## config.mk

```make
export PLATFORM = sky130hd
export DESIGN_NAME = character_position_file
export DESIGN_NICKNAME = d
export VERILOG_FILES = /design/src/rtl/pacman_pkg.sv /design/src/rtl/coord_stepper.sv /design/src/rtl/character_position_file.sv
export SDC_FILE = /design/constraint.sdc
export NUM_CORES = 1
export LEC_CHECK = 0
export BUFFER_PORTS_ARGS = -buffer_cell sky130_fd_sc_hd__clkbuf_2
export CAP_MARGIN = 5
export CORE_MARGIN = 4
export CORE_UTILIZATION = 55
export DETAILED_ROUTE_END_ITERATION = 12
export PLACE_DENSITY = 0.87
export SLEW_MARGIN = 20
export SYNTH_ARGS = -nofsm -noshare
export SYNTH_HDL_FRONTEND = slang
export SYNTH_HIERARCHICAL = 1
export SYNTH_SLANG_ARGS = --single-unit
```

## constraint.sdc

```tcl
create_clock -name clock_50 -period 4.2 [get_ports clock_50]
set_clock_uncertainty 0.15 [all_clocks]
set_input_delay 0.63 -clock clock_50 [delete_from_list [all_inputs] [get_ports clock_50]]
set_output_delay 0.63 -clock clock_50 [all_outputs]
set_load 0.1 [all_outputs]
```

## src/rtl/pacman_pkg.sv

```systemverilog
`default_nettype none
// ============================================================================
//  Module      : pacman_pkg
//  Description : Shared encodings for the character position store: step
//                directions, character ids, default reset coordinates and
//                the scan FSM state type.
//  Revision    : 1.0 - initial release
// ============================================================================
package pacman_pkg;

  // Step direction encodings; bit 0 set means "increment" on either axis
  localparam logic [1:0] DIR_UP    = 2'b00;
  localparam logic [1:0] DIR_DOWN  = 2'b01;
  localparam logic [1:0] DIR_LEFT  = 2'b10;
  localparam logic [1:0] DIR_RIGHT = 2'b11;

  // Character ids; pacman is always entry 0
  localparam int CHAR_PACMAN = 0;
  localparam int CHAR_GHOST1 = 1;
  localparam int CHAR_GHOST2 = 2;
  localparam int CHAR_GHOST3 = 3;
  localparam int CHAR_GHOST4 = 4;

  // Position every character takes after reset
  localparam int DEFAULT_RESET_X = 2;
  localparam int DEFAULT_RESET_Y = 2;

  // Collision scan FSM states
  typedef enum logic [1:0] {
    ST_IDLE = 2'd0,
    ST_SCAN = 2'd1,
    ST_DONE = 2'd2
  } scan_state_e;

endpackage
`default_nettype wire

```

## src/rtl/coord_stepper.sv

```systemverilog
`default_nettype none
// ============================================================================
//  Module      : coord_stepper
//  Description : Combinational single-pixel step along one axis with wrap
//                between 0 and MAX in both directions.
//  Revision    : 1.0 - initial release
// ============================================================================
module coord_stepper #(
  parameter int COORD_W = 8,
  parameter int MAX     = 159
) (
  input  logic [COORD_W-1:0] coord_i,
  input  logic               inc_i,
  output logic [COORD_W-1:0] coord_o
);

  localparam logic [COORD_W-1:0] MAX_C = COORD_W'(MAX);

  // +1 wraps MAX -> 0, -1 wraps 0 -> MAX
  always_comb begin
    coord_o = coord_i;
    if (inc_i) begin
      coord_o = (coord_i >= MAX_C) ? '0 : coord_i + 1'b1;
    end else begin
      coord_o = (coord_i == '0) ? MAX_C : coord_i - 1'b1;
    end
  end

endmodule
`default_nettype wire

```

## src/rtl/character_position_file.sv

```systemverilog
`default_nettype none
// ============================================================================
//  Module      : character_position_file
//  Description : Pixel position store for pacman (id 0) and the ghosts with
//                absolute loads, wrapping single-pixel steps, a registered
//                read port and a sequential pacman-vs-ghost tile scan.
//  Revision    : 1.0 - initial release
// ============================================================================
module character_position_file
  import pacman_pkg::*;
#(
  parameter int NUM_CHARS  = 5,
  parameter int COORD_W    = 8,
  parameter int MAX_X      = 159,
  parameter int MAX_Y      = 119,
  parameter int RESET_X    = DEFAULT_RESET_X,
  parameter int RESET_Y    = DEFAULT_RESET_Y,
  parameter int TILE_SHIFT = 2,
  localparam int ID_W      = (NUM_CHARS > 1) ? $clog2(NUM_CHARS) : 1
) (
  input  logic               clock_50,
  input  logic               reset,
  input  logic               wr_en,
  input  logic               wr_mode,
  input  logic [ID_W-1:0]    wr_id,
  input  logic [COORD_W-1:0] x_in,
  input  logic [COORD_W-1:0] y_in,
  input  logic [1:0]         dir_in,
  input  logic               rd_en,
  input  logic [ID_W-1:0]    rd_id,
  output logic [COORD_W-1:0] x_out,
  output logic [COORD_W-1:0] y_out,
  output logic               rd_valid,
  input  logic               scan_start,
  output logic               scan_busy,
  output logic               scan_done,
  output logic               hit,
  output logic [ID_W-1:0]    hit_id
);

  localparam logic [COORD_W-1:0] MAX_X_C   = COORD_W'(MAX_X);
  localparam logic [COORD_W-1:0] MAX_Y_C   = COORD_W'(MAX_Y);
  localparam logic [COORD_W-1:0] RESET_X_C = COORD_W'(RESET_X);
  localparam logic [COORD_W-1:0] RESET_Y_C = COORD_W'(RESET_Y);
  localparam logic [ID_W-1:0]    LAST_ID   = ID_W'(NUM_CHARS - 1);
  localparam logic [ID_W-1:0]    FIRST_GH  = ID_W'(1);

  logic [COORD_W-1:0] x_q [NUM_CHARS];
  logic [COORD_W-1:0] y_q [NUM_CHARS];

  // Out-of-range ids are redirected to entry 0 for the array lookup; the
  // *_ok flags suppress any effect of that lookup.
  logic            wr_ok, rd_ok;
  logic [ID_W-1:0] wr_idx, rd_idx;
  assign wr_ok  = int'(wr_id) < NUM_CHARS;
  assign rd_ok  = int'(rd_id) < NUM_CHARS;
  assign wr_idx = wr_ok ? wr_id : '0;
  assign rd_idx = rd_ok ? rd_id : '0;

  logic [COORD_W-1:0] step_x, step_y, new_x, new_y;

  coord_stepper #(.COORD_W(COORD_W), .MAX(MAX_X)) u_step_x (
    .coord_i (x_q[wr_idx]),
    .inc_i   (dir_in[0]),
    .coord_o (step_x)
  );

  coord_stepper #(.COORD_W(COORD_W), .MAX(MAX_Y)) u_step_y (
    .coord_i (y_q[wr_idx]),
    .inc_i   (dir_in[0]),
    .coord_o (step_y)
  );

  // Next value for the written entry: saturating load or one-axis step
  always_comb begin
    new_x = x_q[wr_idx];
    new_y = y_q[wr_idx];
    if (!wr_mode) begin
      new_x = (x_in > MAX_X_C) ? MAX_X_C : x_in;
      new_y = (y_in > MAX_Y_C) ? MAX_Y_C : y_in;
    end else if (dir_in == DIR_LEFT || dir_in == DIR_RIGHT) begin
      new_x = step_x;
    end else begin
      new_y = step_y;
    end
  end

  // Position entries
  always_ff @(posedge clock_50) begin
    if (reset) begin
      for (int i = 0; i < NUM_CHARS; i++) begin
        x_q[i] <= RESET_X_C;
        y_q[i] <= RESET_Y_C;
      end
    end else if (wr_en && wr_ok) begin
      x_q[wr_idx] <= new_x;
      y_q[wr_idx] <= new_y;
    end
  end

  // Registered read port; samples entries before any same-cycle write lands
  always_ff @(posedge clock_50) begin
    if (reset) begin
      x_out    <= '0;
      y_out    <= '0;
      rd_valid <= 1'b0;
    end else begin
      rd_valid <= rd_en;
      if (rd_en) begin
        x_out <= rd_ok ? x_q[rd_idx] : '0;
        y_out <= rd_ok ? y_q[rd_idx] : '0;
      end
    end
  end

  scan_state_e        state_q, state_d;
  logic [ID_W-1:0]    idx_q, idx_d;
  logic [COORD_W-1:0] pac_tx_q, pac_tx_d, pac_ty_q, pac_ty_d;
  logic               hit_q, hit_d;
  logic [ID_W-1:0]    hit_id_q, hit_id_d;

  // Scan FSM state and result registers
  always_ff @(posedge clock_50) begin
    if (reset) begin
      state_q  <= ST_IDLE;
      idx_q    <= '0;
      pac_tx_q <= '0;
      pac_ty_q <= '0;
      hit_q    <= 1'b0;
      hit_id_q <= '0;
    end else begin
      state_q  <= state_d;
      idx_q    <= idx_d;
      pac_tx_q <= pac_tx_d;
      pac_ty_q <= pac_ty_d;
      hit_q    <= hit_d;
      hit_id_q <= hit_id_d;
    end
  end

  // Scan FSM next state: one ghost compared per cycle, first match latched
  always_comb begin
    state_d  = state_q;
    idx_d    = idx_q;
    pac_tx_d = pac_tx_q;
    pac_ty_d = pac_ty_q;
    hit_d    = hit_q;
    hit_id_d = hit_id_q;
    case (state_q)
      ST_IDLE: begin
        if (scan_start) begin
          pac_tx_d = x_q[CHAR_PACMAN] >> TILE_SHIFT;
          pac_ty_d = y_q[CHAR_PACMAN] >> TILE_SHIFT;
          idx_d    = FIRST_GH;
          hit_d    = 1'b0;
          hit_id_d = '0;
          state_d  = (NUM_CHARS > 1) ? ST_SCAN : ST_DONE;
        end
      end
      ST_SCAN: begin
        if (!hit_q && ((x_q[idx_q] >> TILE_SHIFT) == pac_tx_q) &&
            ((y_q[idx_q] >> TILE_SHIFT) == pac_ty_q)) begin
          hit_d    = 1'b1;
          hit_id_d = idx_q;
        end
        if (idx_q == LAST_ID) begin
          state_d = ST_DONE;
        end else begin
          idx_d = idx_q + 1'b1;
        end
      end
      ST_DONE: begin
        state_d = ST_IDLE;
      end
      default: begin
        state_d = ST_IDLE;
      end
    endcase
  end

  assign scan_busy = (state_q == ST_SCAN);
  assign scan_done = (state_q == ST_DONE);
  assign hit       = hit_q;
  assign hit_id    = hit_id_q;

endmodule
`default_nettype wire
```

Word level (Yosys, flattened, before mapping). Memories as Yosys holds them, arrays and structs flattened. A register that Yosys moved wholly into a read port is not among the register bits. Index checks and enable logic that the tools add are counted. W data, S select, Z words.

Flip-flop bits (word level): 26. Bits in writable memories: 80. Logic and storage cells: 89. Memories kept: 2.

$add $sub $neg: 5. Magnitude comparators: 6. Eq/ne operators: 11. Mux-type cells: 43. Reduce and logical (&&, ||, !) cells: 15.

Memories: x_q (words 5, width 8, read ports 4, clocked after memory_dff 2, write ports 5, line character_position_file.sv:48) `logic [COORD_W-1:0] x_q [NUM_CHARS];`; y_q (words 5, width 8, read ports 4, clocked after memory_dff 2, write ports 5, line character_position_file.sv:49) `logic [COORD_W-1:0] y_q [NUM_CHARS];`.

Operators with widths (number): $mux W8 (16); $mux W3 (12); $add A8 B1 Y8 const B (2); $logic_not A8 Y1 (2); $reduce_or A8 Y1 (2); $sub A8 B1 Y8 const B (2); $eq A6 B6 Y1 (2); $pmux W3 S2 (2); $mux W1 (9); $ge A8 B7 Y1 const B (1); $ge A8 B8 Y1 const B (1); $gt A8 B7 Y1 const B (1); $gt A8 B8 Y1 const B (1); $eq A2 B2 Y1 const B (3); $lt A3 B3 Y1 const B (2); $reduce_and A3 Y1 (2); $mux W2 (2); $ne A2 B1 Y1 const B (2); $ne A2 B2 Y1 const B (2); $pmux W2 S2 (1); $reduce_and A2 Y1 (2); $add A3 B1 Y3 const B (1); $eq A3 B3 Y1 const B (1); $logic_and A1 B1 Y1 (3); 6 further kinds (6).

Longest topological paths before layout. Gate-level depths: netlist of run 1. An unclocked memory read counts as a cell.

Depth in word-level cells: 9. Depth in mapped cells: 14. Depth with buffers taken out: 12.

Hierarchy. Netlist of run 1, hierarchy kept.

By module, submodules not included: character_position_file (times used 1, cells an instance 654, area an instance 7866.3 um2, sequential area each 4304.1 um2); coord_stepper at u_step_y (times used 1, cells an instance 64, area an instance 474.2 um2, sequential area each 0.0 um2); coord_stepper at u_step_x (times used 1, cells an instance 66, area an instance 424.2 um2, sequential area each 0.0 um2).

Worst setup path before layout of run 1. Ideal clock, no wire load.

Path kind: input to register. Start: input wr_id[1]. End: memory x_q[5][3], data pin. Library setup time: 276 ps. Arrival: 3833 ps. Slack: -59 ps. Stages on the path: 14. Path buffers: 2. Cell sequence: clkbuf_1 -> nor3b_1 -> clkbuf_1 -> a22oi_1 -> o211ai_1 -> inv_1 -> ha_1 -> or4b_4 -> nor3_2 -> a221o_2 -> or3_1 -> mux2_2 -> o22ai_1 -> inv_1.

RTL lines: start: declaration (line character_position_file.sv:25) `input logic [ID_W-1:0] wr_id,`; end: declaration (line character_position_file.sv:48).

==> flow_metrics.py, run 1 <==
metrics = {
    "outcome": {
        "status": "completed",
    },
    "place": {
        "cell_area_placed_sq_mm": 0.009602,
        "detailed_place_hpwl_um": 16890,
        "portBuffers": 52,
        "routabilityCongestion": 0.9122,
    },
    "route": {
        "final_antenna_net_count": 0,
        "drt_first_pass_iters": 6,
        "detailroute.via_count": 7144,
        "wl_per_cell_um": 22.31,
        "drtIter0Drc": 1117,
        "drt_drc_violations_left": 0,
        "route.detailed.vias_per_inst": 6.401,
        "drt-total-wl_um": 24890,
    },
    "critical_path": {
        "crit_chain": "clkbuf_2 > buf_4 > mux2_2 > a22oi_1 > o211ai_1 > buf_4 > nor3_1 > nor3b_1 > a221o_2 > or3_1 > mux2_2 > o22ai_1 > buf_4 > inv_1",
        "longest_individual_stage_delay_on_the_worst_path_ps": 370,
        "crit_fanout": 12,
        "worst_path_most_repeated_cell": "sky130_fd_sc_hd__buf_4",
        "critical_path_required_ps": 4250,
        "crit_path_top_delay_cell": "sky130_fd_sc_hd__or3_1",
        "worst_ep_arrival_time_ps": 3770,
        "crit_path_end_kind": "flop",
        "crit_path_category": "in -> reg",
        "critical_path.startpoint_type": "primary input",
    },
    "clock_tree": {
        "ctsHoldBuffers": 0,
        "clock-root-buffer": "sky130_fd_sc_hd__clkbuf_16",
        "clock_insertion_delay_at_the_later_pin_of_the_skew_report_ps": 440,
        "max-clock-path-buffers": 2,
        "number_of_buffers_created_by_cts": 17,
        "clock_pin_slew_of_the_registers_on_the_worst_case_setup_and_hold_paths_ps": 70,
        "cts-resized-gates": 0,
        "tritoncts": "built",
        "htree_num_levels": 4,
        "cts.sinks": 157,
        "postCtsSetupRepairBufs": 0,
    },
    "logic_synthesis": {
        "synthAdderAreaFrac": 0.009993,
        "yosysWarnings": 6,
        "synth_xor_area_frac": 0.01499,
        "synth_cells": 784,
        "number_of_synthesized_flops_with_an_enable_pin": 116,
        "synth_simple_gate_area_frac": 0.1523,
        "combinational_family_with_the_most_area_after_synthesis": "multiplexers",
        "synthArstFlopShare": 0,
        "ys_ff_latch": 157,
        "seq_area_frac_synth": 0.4911,
        "postSynthAreaPerCell_sq_um": 11.18,
        "synthMuxAreaShare": 0.1753,
        "post_synth_instance_area_sq_mm": 0.008765,
        "netlist-cell-type-count": 74,
        "synth_ff_type": "sky130_fd_sc_hd__edfxtp_1",
        "synthesized_area_fraction_occupied_by_ao_oa_aoi_and_oai_cells": 0.1106,
    },
    "die": {
        "chipHeight_um": 134.2,
        "fp.dieArea_sq_mm": 0.01802,
        "coreArea_sq_mm": 0.01543,
        "effective_utilization_at_floorplan": 0.5681,
        "row_count": 45,
        "die_width_um": 134.2,
        "io-pin-count": 53,
    },
    "timing": {
        "min_period_over_period": 0.8873,
        "report.final.slew_viol_count": 0,
        "timing.max_slew.rel_slack": 0.2591,
        "hold_slack_ps": 310.0,
        "final.min_clock_period_ps": 3727,
        "max_clock_freq_mhz": 268.3,
        "timing_worst_slew_pin_value_ps": 1111,
        "setup_repair_after_global_routing_missed_its_margin": "no",
        "setup_total_negative_slack_ps": 0,
        "setup-violations-final": 0,
        "final-hold-violation-count": 0,
    },
    "global_route": {
        "grt_max_degree": 43,
        "global_route.usage.total": 0.2805,
        "number_of_global_route_vias_before_repair": 7040,
        "grt_remaining_overflow": 0,
        "first_pass_grt_wire_length_um": 38700,
        "number_of_antenna_violations_at_the_first_check_in_global_routing": 0,
    },
    "job": {
        "max_cap_violations": 0,
    },
    "final_layout": {
        "drive_above_1_share": 0.2486,
        "finalNetCount": 929,
        "inserted_diodes": 0,
        "n_fill_cell": 1095,
        "post_layout_inst_area_sq_mm": 0.01022,
        "area_growth_syn_to_layout_pct": 16.59,
        "final_cell_mix": "sky130_fd_sc_hd__edfxtp_1, sky130_fd_sc_hd__nor2_1, sky130_fd_sc_hd__nand2_1",
        "most_common_cell_after_layout_fill_and_taps_aside": "sky130_fd_sc_hd__edfxtp_1",
    },
    "power_and_ir_drop": {
        "worst_ir_drop_vdd_mv": 0.4395,
        "p_leak_uw": 0.003912,
        "power_density_mw_per_mm2": 405.3,
    },
    "hold_path": {
        "hold_path.class": "reg -> reg",
    },
}
[cells by family (layout without fill, tap and decap cells)]
kind of cell / after synthesis / in the layout
AO/OA/AOI/OAI: 132 / 132
XOR/XNOR: 15 / 15
adder cells (fa/ha/maj): 7 / 7
buffers and inverters: 86 / 172
flip-flops: 157 / 157
multiplexers: 106 / 106
other: 1 / 36
AND/OR/NAND/NOR: 280 / 280
[power by group]
group	total, uW	internal (uW)	switching [uW]
Sequential	1820	1760	57.9
Clock	1590	939	650
Combinational	735	268	467
[cells in the mapped netlist (all sizes together) (9+ instances only)]
cell type	n	area [sq um]
a21oi	24	131.4
a221oi	17	148.9
a22oi	20	150.1
buf	24	163.9
clkbuf	32	120.1
dfxtp	41	820.8
edfxtp	116	3483
inv	28	105.1
mux2	27	304.0
mux2i	44	440.4
mux4	35	792.0
nand2	59	221.5
nand2b	14	90.09
nand3	19	100.1
nand4	9	56.30
nor2	115	431.7
nor3	27	145.1
o211ai	14	110.1
o21ai	11	66.32
o22ai	13	81.33
xor2	14	122.6
[through the flow]
step	utilization	instances	power [uW]	setup WS, ps
finish	0.6624	1116	4141	473.4
global route	0.6624	1116	4261	323.8
CTS	0.6624	1116	4127	554.7
detailed placement	0.6224	1084	2561	104.9
global placement	0.6224	1084	2537	183.0
floorplan	-	819	2336	29.46
[path summary, 6_finish.rpt]
check	from	slack, ps	endpoint	depth (start not counted)
setup / recovery	wr_id[0]	470	x_q[6][3]	14
hold reg to reg	hit_id[2]	310	hit_id[2]	2
setup reg to reg	x_q[2][1]	740	x_q[5][5]	13
hold / removal	hit_id[2]	310	hit_id[2]	2
[area by class of cell]
cell class	instances	area [sq um]	share of cell area
repair buffers	110	720.7	0.07053
multi-input cells	576	4200	0.4110
flip-flops and latches	157	4304	0.4212
clock inverters	8	60.06	0.005877
well taps	211	264.0	0.02584
clock buffers	24	556.8	0.05449
inverters	30	112.6	0.01102
[layer usage]
layer	share of wire	global-route usage	up-vias
met5	0	0	-
met4	0.043	0.1267	0
met3	0.11	0.07014	102
met2	0.49	0.4628	521
met1	0.36	0.3503	3404
li1	-	-	3117
[flip-flops by register name, summed over array words and instances, names as in the netlist, named ones only]
name      cells
x_q          58
y_q          58
y_out         8
hit_id        3
hit           1
state_q       2
x_out         8
pac_tx_q      6
pac_ty_q      6
rd_valid      1
idx_q         3
[critical path, delay by kind of cell]
family	cells	cell delay, ps
muxes	2	640
AOI/OAI and AO/OA	4	770
buffers and inverters	5	1020
and+or+nand+nor	3	700
(Power assumes the default switching activity.)
==> inputs of run 2 (changes only) <==
PLACE_DENSITY = 0.83   (was 0.87)
==> flow_metrics.py, run 2 (same netlist as run 1, synthesis figures left out) <==
metrics = {
    "place": {
        "place.detailed.instances": 1075,
        "cell_area_placed_sq_mm": 0.009514,
        "portBuffers": 52,
        "routabilityCongestion": 0.9488,
        "detailed_place_hpwl_um": 16520,
    },
    "clock_tree": {
        "tritoncts": "built",
        "clock_pin_slew_of_the_registers_on_the_worst_case_setup_and_hold_paths_ps": 70,
        "clock_insertion_delay_at_the_later_pin_of_the_skew_report_ps": 430,
        "number_of_buffers_created_by_cts": 17,
        "ctsHoldBuffers": 0,
        "clock-root-buffer": "sky130_fd_sc_hd__clkbuf_16",
        "htree_num_levels": 4,
        "cts-resized-gates": 0,
        "postCtsSetupRepairBufs": 0,
        "max-clock-path-buffers": 2,
        "cts.sinks": 157,
    },
    "critical_path": {
        "worst_ep_arrival_time_ps": 3930,
        "longest_individual_stage_delay_on_the_worst_path_ps": 560,
        "crit_path_category": "in -> reg",
        "critical_path.startpoint_type": "primary input",
        "timing.rr.start": "x_q[3][2]",
        "timing.rr.end": "x_q[5][3]",
        "crit_chain": "clkbuf_2 > nor3b_2 > a22oi_1 > o211ai_1 > buf_4 > ha_1 > nand4_1 > a31oi_2 > nor3_1 > or3_1 > mux2_2 > o22ai_1 > inv_1",
        "crit_fanout": 9,
        "critical_path_required_ps": 4210,
        "crit_path_end_kind": "flop",
        "worst_r2r_path_depth": 11,
        "crit_path_top_delay_cell": "sky130_fd_sc_hd__nor3b_2",
        "critPathLaunch": "wr_id[1]",
        "reg2reg_setup_slack_ps": 630,
    },
    "die": {
        "fp.dieArea_sq_mm": 0.01802,
        "io-pin-count": 53,
        "row_count": 45,
        "coreArea_sq_mm": 0.01543,
        "effective_utilization_at_floorplan": 0.5681,
        "chipHeight_um": 134.2,
        "die_width_um": 134.2,
    },
    "route": {
        "drtIter0Drc": 889,
        "final_antenna_net_count": 0,
        "drt_drc_violations_left": 0,
        "drt-total-wl_um": 24030,
        "detailroute.via_count": 7036,
        "wl_per_cell_um": 21.68,
        "route.detailed.vias_per_inst": 6.350,
        "drt_first_pass_iters": 7,
    },
    "hold_path": {
        "hold_path_startpoint": "hit_id[1]",
        "min_delay_worst_endpoint": "hit_id[1]",
        "hold_path.class": "reg -> reg",
        "worstHoldPathCells": 2,
    },
    "global_route": {
        "number_of_antenna_violations_at_the_first_check_in_global_routing": 0,
        "number_of_global_route_vias_before_repair": 7043,
        "global_route.usage.total": 0.2722,
        "grt_max_degree": 38,
        "grt_remaining_overflow": 0,
        "first_pass_grt_wire_length_um": 37630,
    },
    "timing": {
        "timing_worst_slew_pin_value_ps": 1108,
        "final.min_clock_period_ps": 3915,
        "timing.max_slew.rel_slack": 0.2615,
        "setup-violations-final": 0,
        "max_clock_freq_mhz": 255.4,
        "min_period_over_period": 0.9322,
        "setup_repair_after_global_routing_missed_its_margin": "no",
        "final-hold-violation-count": 0,
        "report.final.slew_viol_count": 0,
    },
    "final_layout": {
        "area_growth_syn_to_layout_pct": 15.03,
        "final-seq-area_sq_mm": 0.004304,
        "n_fill_cell": 1168,
        "largest_registers": "x_q (58), y_q (58)",
        "multi_input_area_sq_mm": 0.004205,
        "post_layout_inst_area_sq_mm": 0.01008,
        "instances_no_fill": 1108,
        "finalNetCount": 920,
        "final_cell_mix": "sky130_fd_sc_hd__edfxtp_1, sky130_fd_sc_hd__nor2_1, sky130_fd_sc_hd__nand2_1",
        "most_common_cell_after_layout_fill_and_taps_aside": "sky130_fd_sc_hd__edfxtp_1",
        "drive_above_1_share": 0.2422,
    },
    "job": {
        "max_cap_violations": 0,
    },
    "power_and_ir_drop": {
        "worst_ir_drop_vdd_mv": 0.3087,
        "p_leak_uw": 0.003842,
        "power_density_mw_per_mm2": 396.5,
    },
    "outcome": {
        "status": "completed",
    },
}
==> run 2: final cells by class <==
class,count,share of cell area
diodes,1,0.0002482
clock buffers,23,0.05051
clock inverters,9,0.005584
inverters,30,0.01117
multi-input cells,576,0.4171
flip-flops and latches,157,0.4269
well taps,211,0.02619
repair buffers,101,0.06230
==> run 2: layer usage <==
layer	GRT usage	vias to the layer above	routed length [um]
li1	-	3116	-
met5	0	-	0
met1	0.3408	3383	8824
met2	0.4436	435	11580
met4	0.1340	0	1169
met3	0.06677	102	2453
==> run 2: how the worst max path moves through the flow <==
stage | end
global placement | y_q[5][3]
global route | x_q[5][3]
CTS | x_q[5][3]
finish | x_q[5][3]
detailed placement | x_q[6][3]
floorplan | x_q[5][3]
==> run 2: worst max-delay path, delay by kind of cell <==
kind            cells  cell delay (ps)
compound gates      4             1090
mux                 1              270
buf+inv             3              510
simple gates        4             1190
fa+ha+maj           1              240
==> run 2: power by group <==
group / switching [uW] / internal (uW)
clock network: 618 / 852
logic: 457 / 255
registers: 56.2 / 1760
total: 1130 / 2870
==> run 2: metrics by stage <==
step | TNS (ps) | hold WS, ps | utilization | setup slack (ps) | power (uW)
floorplan | 0 | 286.3 | - | 29.46 | 2336
detailed placement | -422.1 | 301.6 | 0.6167 | -85.23 | 2543
global route | 0 | 333.4 | 0.6534 | 47.12 | 4123
global placement | 0 | 293.6 | 0.6167 | 65.71 | 2525
finish | 0 | 308.4 | 0.6535 | 284.8 | 3998
CTS | 0 | 309.7 | 0.6534 | 368.0 | 3987
